### src/rtl/dsi_lanes_receiver.sv
// dsi_lanes_receiver
// HS-mode receive lane merger. Checks the leader byte on every active lane at
// burst start, de-interleaves payload bytes in lane order (lane 0 first) and
// repacks them into 32-bit words with LSB-contiguous byte strobes and a
// last-word flag.
//
// Ports:
//   clk_sys            system clock, rising edge
//   rst                synchronous reset, active-high
//   reg_lanes_number   active lanes minus 1, sampled at burst start
//   lane_data          byte of lane i on [8i+7:8i]
//   lane_valid         per-lane HS byte present
//   iface_read_*       word output (data/strb/valid/last), no backpressure
//   rx_active          high from sync accept until flush completes
//   byte_count         payload bytes of last completed burst (saturating)
//   sync_error         one-cycle pulse on bad leader
//   lane_error         one-cycle pulse on illegal lane-valid pattern
//
// state   | meaning
// S_IDLE  | waiting for leader bytes on the active lanes
// S_DATA  | accepting payload bytes, packing into words
// S_FLUSH | emitting held word and/or trailing partial word
// S_DROP  | discarding until every lane goes quiet
module dsi_lanes_receiver #(
  parameter logic [7:0] SYNC_BYTE = 8'hB8,
  parameter int         CNT_W     = 16
) (
  input  logic             clk_sys,
  input  logic             rst,
  input  logic [1:0]       reg_lanes_number,
  input  logic [31:0]      lane_data,
  input  logic [3:0]       lane_valid,
  output logic [31:0]      iface_read_data,
  output logic [3:0]       iface_read_strb,
  output logic             iface_read_valid,
  output logic             iface_read_last,
  output logic             rx_active,
  output logic [CNT_W-1:0] byte_count,
  output logic             sync_error,
  output logic             lane_error
);

  typedef enum logic [1:0] {S_IDLE, S_DATA, S_FLUSH, S_DROP} state_t;

  state_t           r_state;
  logic [3:0]       r_mask;
  logic             r_partial;
  logic [23:0]      r_acc;
  logic [1:0]       r_acc_cnt;
  logic [31:0]      r_held;
  logic             r_held_vld;
  logic [CNT_W-1:0] r_cnt;

  logic [3:0]       w_mask_cfg;
  logic [3:0]       w_v_idle;
  logic             w_sync_ok;
  logic [3:0]       w_v;
  logic [2:0]       w_k;
  logic             w_prefix;
  logic [31:0]      w_new;
  logic [55:0]      w_comb;
  logic [2:0]       w_total;
  logic [CNT_W:0]   w_sum;
  logic [CNT_W-1:0] w_cnt_next;
  logic [3:0]       w_part_strb;

  always_comb begin
    w_mask_cfg = 4'b0001;
    case (reg_lanes_number)
      2'd0: w_mask_cfg = 4'b0001;
      2'd1: w_mask_cfg = 4'b0011;
      2'd2: w_mask_cfg = 4'b0111;
      2'd3: w_mask_cfg = 4'b1111;
      default: w_mask_cfg = 4'b0001;
    endcase
  end

  assign w_v_idle = lane_valid & w_mask_cfg;

  always_comb begin
    w_sync_ok = (w_v_idle == w_mask_cfg);
    for (int i = 0; i < 4; i++) begin
      if (w_mask_cfg[i] && (lane_data[8*i +: 8] != SYNC_BYTE)) w_sync_ok = 1'b0;
    end
  end

  assign w_v = lane_valid & r_mask;

  // Only lane-0-first prefixes are legal; the count doubles as the append size.
  always_comb begin
    w_prefix = 1'b1;
    w_k      = 3'd0;
    case (w_v)
      4'b0000: w_k = 3'd0;
      4'b0001: w_k = 3'd1;
      4'b0011: w_k = 3'd2;
      4'b0111: w_k = 3'd3;
      4'b1111: w_k = 3'd4;
      default: w_prefix = 1'b0;
    endcase
  end

  // Invalid lanes are zeroed so leftover bytes above r_acc_cnt stay zero,
  // which gives the zero-filled upper bytes of a partial word for free.
  always_comb begin
    w_new = '0;
    for (int i = 0; i < 4; i++) w_new[8*i +: 8] = lane_data[8*i +: 8] & {8{w_v[i]}};
  end

  assign w_comb  = {32'b0, r_acc} | ({24'b0, w_new} << {r_acc_cnt, 3'b000});
  assign w_total = {1'b0, r_acc_cnt} + w_k;

  assign w_sum      = {1'b0, r_cnt} + (CNT_W+1)'(w_k);
  assign w_cnt_next = w_sum[CNT_W] ? {CNT_W{1'b1}} : w_sum[CNT_W-1:0];

  always_comb begin
    w_part_strb = 4'b0000;
    case (r_acc_cnt)
      2'd1: w_part_strb = 4'b0001;
      2'd2: w_part_strb = 4'b0011;
      2'd3: w_part_strb = 4'b0111;
      default: w_part_strb = 4'b0000;
    endcase
  end

  always_ff @(posedge clk_sys) begin
    if (rst) begin
      r_state          <= S_IDLE;
      r_mask           <= 4'b0;
      r_partial        <= 1'b0;
      r_acc            <= '0;
      r_acc_cnt        <= '0;
      r_held           <= '0;
      r_held_vld       <= 1'b0;
      r_cnt            <= '0;
      iface_read_data  <= '0;
      iface_read_strb  <= '0;
      iface_read_valid <= 1'b0;
      iface_read_last  <= 1'b0;
      rx_active        <= 1'b0;
      byte_count       <= '0;
      sync_error       <= 1'b0;
      lane_error       <= 1'b0;
    end else begin
      iface_read_data  <= '0;
      iface_read_strb  <= '0;
      iface_read_valid <= 1'b0;
      iface_read_last  <= 1'b0;
      sync_error       <= 1'b0;
      lane_error       <= 1'b0;
      case (r_state)
        S_IDLE: begin
          if (w_v_idle != 4'b0) begin
            if (w_sync_ok) begin
              r_state    <= S_DATA;
              r_mask     <= w_mask_cfg;
              rx_active  <= 1'b1;
              r_partial  <= 1'b0;
              r_acc      <= '0;
              r_acc_cnt  <= '0;
              r_held_vld <= 1'b0;
              r_cnt      <= '0;
            end else begin
              sync_error <= 1'b1;
              r_state    <= S_DROP;
            end
          end
        end
        S_DATA: begin
          if (!w_prefix || (r_partial && (w_v != 4'b0))) begin
            lane_error <= 1'b1;
            rx_active  <= 1'b0;
            r_held_vld <= 1'b0;
            r_acc      <= '0;
            r_acc_cnt  <= '0;
            r_partial  <= 1'b0;
            r_state    <= S_DROP;
          end else if (w_v == 4'b0) begin
            r_state <= S_FLUSH;
          end else begin
            // Any byte-bearing cycle releases the word held from before.
            if (r_held_vld) begin
              iface_read_data  <= r_held;
              iface_read_strb  <= 4'hF;
              iface_read_valid <= 1'b1;
            end
            if (w_total[2]) begin
              r_held     <= w_comb[31:0];
              r_held_vld <= 1'b1;
              r_acc      <= w_comb[55:32];
            end else begin
              r_held_vld <= 1'b0;
              r_acc      <= w_comb[23:0];
            end
            r_acc_cnt <= w_total[1:0];
            r_partial <= (w_v != r_mask);
            r_cnt     <= w_cnt_next;
          end
        end
        S_FLUSH: begin
          if (r_held_vld) begin
            iface_read_data  <= r_held;
            iface_read_strb  <= 4'hF;
            iface_read_valid <= 1'b1;
            r_held_vld       <= 1'b0;
            iface_read_last  <= (r_acc_cnt == 2'd0);
          end else if (r_acc_cnt != 2'd0) begin
            iface_read_data  <= {8'b0, r_acc};
            iface_read_strb  <= w_part_strb;
            iface_read_valid <= 1'b1;
            iface_read_last  <= 1'b1;
            r_acc            <= '0;
            r_acc_cnt        <= '0;
          end
          // Finished once nothing remains after this cycle's emission.
          if (!(r_held_vld && (r_acc_cnt != 2'd0))) begin
            byte_count <= r_cnt;
            rx_active  <= 1'b0;
            r_state    <= S_IDLE;
          end
        end
        S_DROP: begin
          if (lane_valid == 4'b0) r_state <= S_IDLE;
        end
        default: r_state <= S_IDLE;
      endcase
    end
  end

endmodule

### config.mk
export PLATFORM = sky130hd
export DESIGN_NAME = dsi_lanes_receiver
export DESIGN_NICKNAME = d
export VERILOG_FILES = /design/src/rtl/dsi_lanes_receiver.sv
export SDC_FILE = /design/constraint.sdc
export NUM_CORES = 1
export LEC_CHECK = 0
export CORE_ASPECT_RATIO = 0.9
export CORE_MARGIN = 2
export CORE_UTILIZATION = 50
export CTS_CLUSTER_DIAMETER = 40
export DETAILED_ROUTE_END_ITERATION = 6
export PLACE_DENSITY = 0.86
export SLEW_MARGIN = 20
export SYNTH_ARGS = -nofsm -noshare
export SYNTH_HDL_FRONTEND = slang
export SYNTH_SLANG_ARGS = --single-unit
### constraint.sdc
create_clock -name clk_sys -period 4.6 [get_ports clk_sys]
set_input_delay 0.92 -clock clk_sys [delete_from_list [all_inputs] [get_ports clk_sys]]
set_output_delay 0.92 -clock clk_sys [all_outputs]
set_load 0.02 [all_outputs]
# Yosys cells after proc, flatten, opt, wreduce, memory -nomap -nowiden
# Index checks and enable logic that the tools add are counted.
# word_totals
inputBits,40
elab_cells,165
register_bits,139
# op_classes
add_sub_neg,2
bitwise,14
n_reduce_logical,31
n_shift,1
eq_ne,30
n_mux,71
# op_table
cell,count
$mux W24,8
$mux W32,4
$mux W16,5
$pmux W24 S3,1
$pmux W32 S2,1
$or A24 B56 Y56,1
$shl A32 B5 Y56,1
$and A8 B8 Y8,4
$ne A8 B8 Y1 const B,4
$pmux W16 S2,1
$mux W1,24
$mux W2,12
$ne A2 B2 Y1 const B,9
$add A16 B3 Y17,1
$mux W4,4
$pmux W4 S4,1
$reduce_and A4 Y1,4
$eq A2 B2 Y1 const B,6
$pmux W3 S4,1
$reduce_and A5 Y1,2
$pmux W3 S3,1
$and A4 B4 Y4,2
$logic_not A4 Y1,2
$pmux W2 S4,1
28 further kinds,49

# Depth between registers and ports, before layout
# logic_depth
depth_word,11
mapped_depth,15
ltp_nobuf,12

# Worst setup path after synthesis
# OpenSTA, ideal clock, no wires.
# synth_path
kind,input port to flip-flop
start,in lane_valid[2]
end,reg r_held[29]
required_time_ps,4472
path_stages,15
n_path_buf,4
arrival_time_ps,3633
setup_slack_ps,839
path_cell_list,clkbuf_1 > and2_1 > clkbuf_1 > clkbuf_1 > nor2_1 > nor2_1 > nor3_1 > ha_1 > inv_1 > fa_1 > xor2_2 > nor2_2 > buf_2 > mux2i_1 > nor2_1
# synth_between
elab_chain_cells,8
# synth_rtl
element,line_no,text
"start, declared",32,"input logic [3:0] lane_valid,"
$and A4 B4 Y4 *,87,assign w_v = lane_valid & r_mask;
branches (longest 7 deep; another with $add A2 B3 Y3),--,
"end signal, assigned",188,r_held <= w_comb[31:0];
"end, declared",50,logic [31:0] r_held;
# Every way passes the cells marked *.
# A chain may end at the register's enable or synchronous reset.

# Worst setup path in the final report
# layout_path
start,in lane_valid[1]
end,reg r_cnt[8]
# layout_between
elab_chain_cells,8
# layout_rtl
element,line_no,text
"$and A4 B4 Y4, on equally long branches","87, 78",
"$eq A4 B4 Y1, or another cell as far along",93,case (w_v)
"$pmux W3 S4, or another cell as far along",93,
"$add A16 B3 Y17, or another cell as far along",113,"assign w_sum = {1'b0, r_cnt} + (CNT_W+1)'(w_k);"
"$mux W16, or another cell as far along",114,assign w_cnt_next = w_sum[CNT_W] ? {CNT_W{1'b1}} : w_sum[CNT_W-1:0];
"$mux W16, or another cell as far along",178,end else if (w_v == 4'b0) begin
$mux W16 / $ne A2 B2 Y1 (equally long branches),--,
$pmux W16 S2 / $reduce_and A5 Y1 (equally long branches),--,
"end signal, assigned",197,r_cnt <= w_cnt_next;
"end, declared",52,logic [CNT_W-1:0] r_cnt;
# Parallel ways exist; a longest one is shown, timed or not. The select of a mux whose other input is x is not followed.

==> flow_metrics.py <==
metrics = {
    "outcome": {
        "status": "finished clean",
    },
    "global_routing": {
        "gr-usage-all-layers_pct": 26.75,
        "antenna_found_initial": 0,
        "grt_max_degree": 75,
        "grt_pass1_vias": 6016,
        "grt_pass1_wl_um": 31190,
        "grt-ovfl-total": 0,
    },
    "floorplanning": {
        "die_area_um2": 14730,
        "core_area_um2": 13410,
        "row_count": 40,
        "ioPinCount": 97,
        "die_h_um": 115.3,
        "die_w_um": 127.7,
        "start_util_pct": 51.33,
    },
    "synth": {
        "ys.flop_type": "dfxtp_1",
        "syn_area_um2": 6885,
        "yosysMostFrequentCell": "dfxtp_1",
        "yosysTopAreaCell": "dfxtp_1",
        "avgSynthCellArea_um2": 8.438,
        "yosys.area.top_type_share_pct": 40.41,
        "post_synth_num_cell_types": 63,
        "yosys-top-cells-area": "dfxtp_1 (40%), nand2_1 (5.8%), mux2i_1 (5.2%), a211oi_1 (4.9%), a21oi_1 (4.6%)",
        "ys_warn_count": 0,
        "ys_top_cells_by_count": "dfxtp_1 (139), nand2_1 (106), nor2_1 (69)",
        "ys_ff_latch": 139,
        "synth_edf_count": 0,
        "ys_seq_area_share_pct": 40.41,
        "synthCells": 816,
        "postSynth.asyncResetShare_pct": 0,
        "syn-num-nets": 869,
    },
    "setup_path": {
        "cp_max_fo": 15,
        "cp_slowest_cell": "nor2_1",
        "critPathKind": "in2reg",
        "critPathRequiredTime_ps": 4940,
        "start_kind": "primary input",
        "crit_chain": "clkdlybuf4s50_1 > buf_4 > and4_1 > nor2_1 > nor3_1 > ha_1 > fa_1 > a21o_1 > nand4_1 > nor2_1 > o31ai_1 > a211oi_1",
        "critPathMostFrequentCell": "nor2_1",
        "worstPathArrival_ps": 4120,
        "end_kind": "flop",
        "max_stage_delay_ps": 510,
    },
    "clock_network": {
        "clock_latency_ps": 430,
        "htreeDepth": 4,
        "ctsLongestPathBuffers": 2,
        "root_buffer": "clkbuf_16",
        "post-cts-setup-buffers": 0,
        "cts_made_buffers": 17,
        "postCtsHoldBufs": 0,
        "post_cts_resized": 0,
        "clkTransAtPathRegs_ps": 60,
        "clkSinkCount": 139,
        "cts_tree": "done",
    },
    "worst_hold_path": {
        "hp-class": "reg2reg",
    },
    "sta": {
        "fin_crit_ps": 3786,
        "setup_viol": 0,
        "fin_skew_ps": 7.292,
        "period_share_pct": 82.29,
        "slew_headroom_pct": 28.38,
        "fmax_mhz": 264.2,
        "tightestPinTransition_ps": 1072,
        "setup-tns-final_ps": 0,
        "finalHoldViolCount": 0,
        "rsz0062_at_grt": "no",
        "slew_viol_final": 0,
    },
    "final_layout": {
        "insertedDiodeCount": 0,
        "nNetsFinal": 937,
        "layout-drive-gt1-share_pct": 7.804,
        "final_cell_area_um2": 8512,
        "area_delta_synth_final_pct": 23.62,
        "fin_cells": 1065,
    },
    "routing": {
        "wl_per_cell_um": 18.27,
        "wirelength_um": 19460,
        "drtIter0Drc": 1056,
        "num_vias": 6665,
        "ant_nets": 0,
        "route.detailed.drc": 0,
        "dr.pass1.iters": 6,
        "routed_via_density": 6.258,
    },
    "placement": {
        "place.gp.congestion": 0.9482,
        "hpwl_um": 12920,
        "dpl_cell_area_um2": 7939,
        "portBuffers": 96,
        "placed_cells": 1033,
    },
    "pwr": {
        "clkPwrFrac_pct": 41.0,
        "cellLeakagePower_nw": 3.087,
        "internal-power_w": 0.002205,
        "p_comb_share_pct": 20.8,
        "sw_frac_of_total_pct": 31.64,
        "p_seq_share_pct": 38.2,
        "p_per_area_nw_per_um2": 379.0,
        "p_sw_w": 0.001021,
        "peakVddDrop_v": 0.0003230,
    },
    "job": {
        "drv_cap": 0,
    },
}
-- cells in the final DEF (no fill, tap or decap), types with 4 or more instances in the layout --
cell and n:
dfxtp_1 139, nand2_1 106, clkdlybuf4s50_1 95, nor2_1 68
a21oi_1 63, a211oi_1 45, mux2i_1 36, a22o_1 32
and3_1 22, nand3_1 21, o21ai_0 21, o21ai_1 20
nand4_1 18, clkbuf_16 17, buf_4 15, inv_1 13
o211ai_1 13, and2_1 11, ha_1 11, nor3_1 9
nand4b_1 8, mux2_2 8, a32o_1 7, and3b_1 6
a31oi_1 6, nand2b_1 6, o31ai_1 6, inv_6 6
a21o_1 5, o22ai_1 4
-- routing by layer --
layer	wire length (um)	part of all wire, %	vias to the layer above	GRT usage, %
li1	-	-	3138	-
met1	8612	44	3087	38.02
met2	8395	43	392	38.07
met3	2035	10	48	8.190
met4	417	2.1	0	10.18
met5	0	0	-	0
-- sequential cells by signal, indices dropped and copies added (netlist names) --
signal            count
byte_count           16
iface_read_data      32
iface_read_last       1
iface_read_strb       4
iface_read_valid      1
lane_error            1
r_acc                24
r_acc_cnt             2
r_cnt                16
r_held               32
r_held_vld            1
r_mask                4
r_partial             1
r_state               2
rx_active             1
sync_error            1
-- final timing paths --
check / end / cells past startpoint / startpoint / slack (ps)
worst min register to register: byte_count[12]$_SDFFE_PP0P_ / 2 / byte_count[12]$_SDFFE_PP0P_ / 450
worst max register to register: r_cnt[8]$_SDFFE_PP0P_ / 10 / r_mask[2]$_SDFFE_PP0P_ / 1310
worst min-delay path: byte_count[12]$_SDFFE_PP0P_ / 2 / byte_count[12]$_SDFFE_PP0P_ / 450
worst max-delay path: r_cnt[8]$_SDFFE_PP0P_ / 12 / lane_valid[1] / 810
-- layout make-up --
| class | count | area [um2] |
|---|---|---|
| sequential | 139 | 2783 |
| inverter | 14 | 52.55 |
| timing repair buffer | 113 | 1109 |
| fill | 1082 | 4901 |
| multi-input combinational | 599 | 3785 |
| clock inverter | 13 | 120.1 |
| tap | 168 | 210.2 |
| clock buffer | 19 | 452.9 |
-- critical path, delay by kind of cell --
family	cells	cell delay, ps
simple gates	5	1360
compound gates	3	610
fa+ha+maj	2	510
buf+inv	2	700
-- power groups by stage --
| stage | Sequential (W) | Clock, W | Combinational [W] |
|---|---|---|---|
| floorplan | 0.00126 | 0 | 0.000517 |
| global placement | 0.00126 | 0 | 0.000648 |
| detailed placement | 0.00126 | 0 | 0.000650 |
| CTS | 0.00123 | 0.00133 | 0.000657 |
| global route | 0.00123 | 0.00140 | 0.000711 |
| finish | 0.00123 | 0.00132 | 0.000673 |
-- cell families after synthesis --
| kind of cell | after synthesis | synth area share [%] |
|---|---|---|
| XOR/XNOR | 3 | 0.4908 |
| AND/OR/NAND/NOR | 300 | 21.61 |
| flip-flops | 139 | 40.41 |
| multiplexers | 45 | 6.706 |
| buffers and inverters | 78 | 5.033 |
| adder cells (fa/ha/maj) | 13 | 2.580 |
| AO/OA/AOI/OAI | 238 | 23.17 |
-- through the flow --
stage               util [%]  total power, W  hold slack [ps]  worst slack [ps]
finish                 63.46        0.003226            451.5             814.5
detailed placement     59.19        0.001908            442.6             494.8
CTS                    63.46        0.003222            455.4             870.2
global placement       59.19        0.001906            440.5             651.2
global route           63.46        0.003348            464.3             560.3
floorplan                  -        0.001779            427.2             839.3
Note: power is estimated with default switching activity, not from simulation.
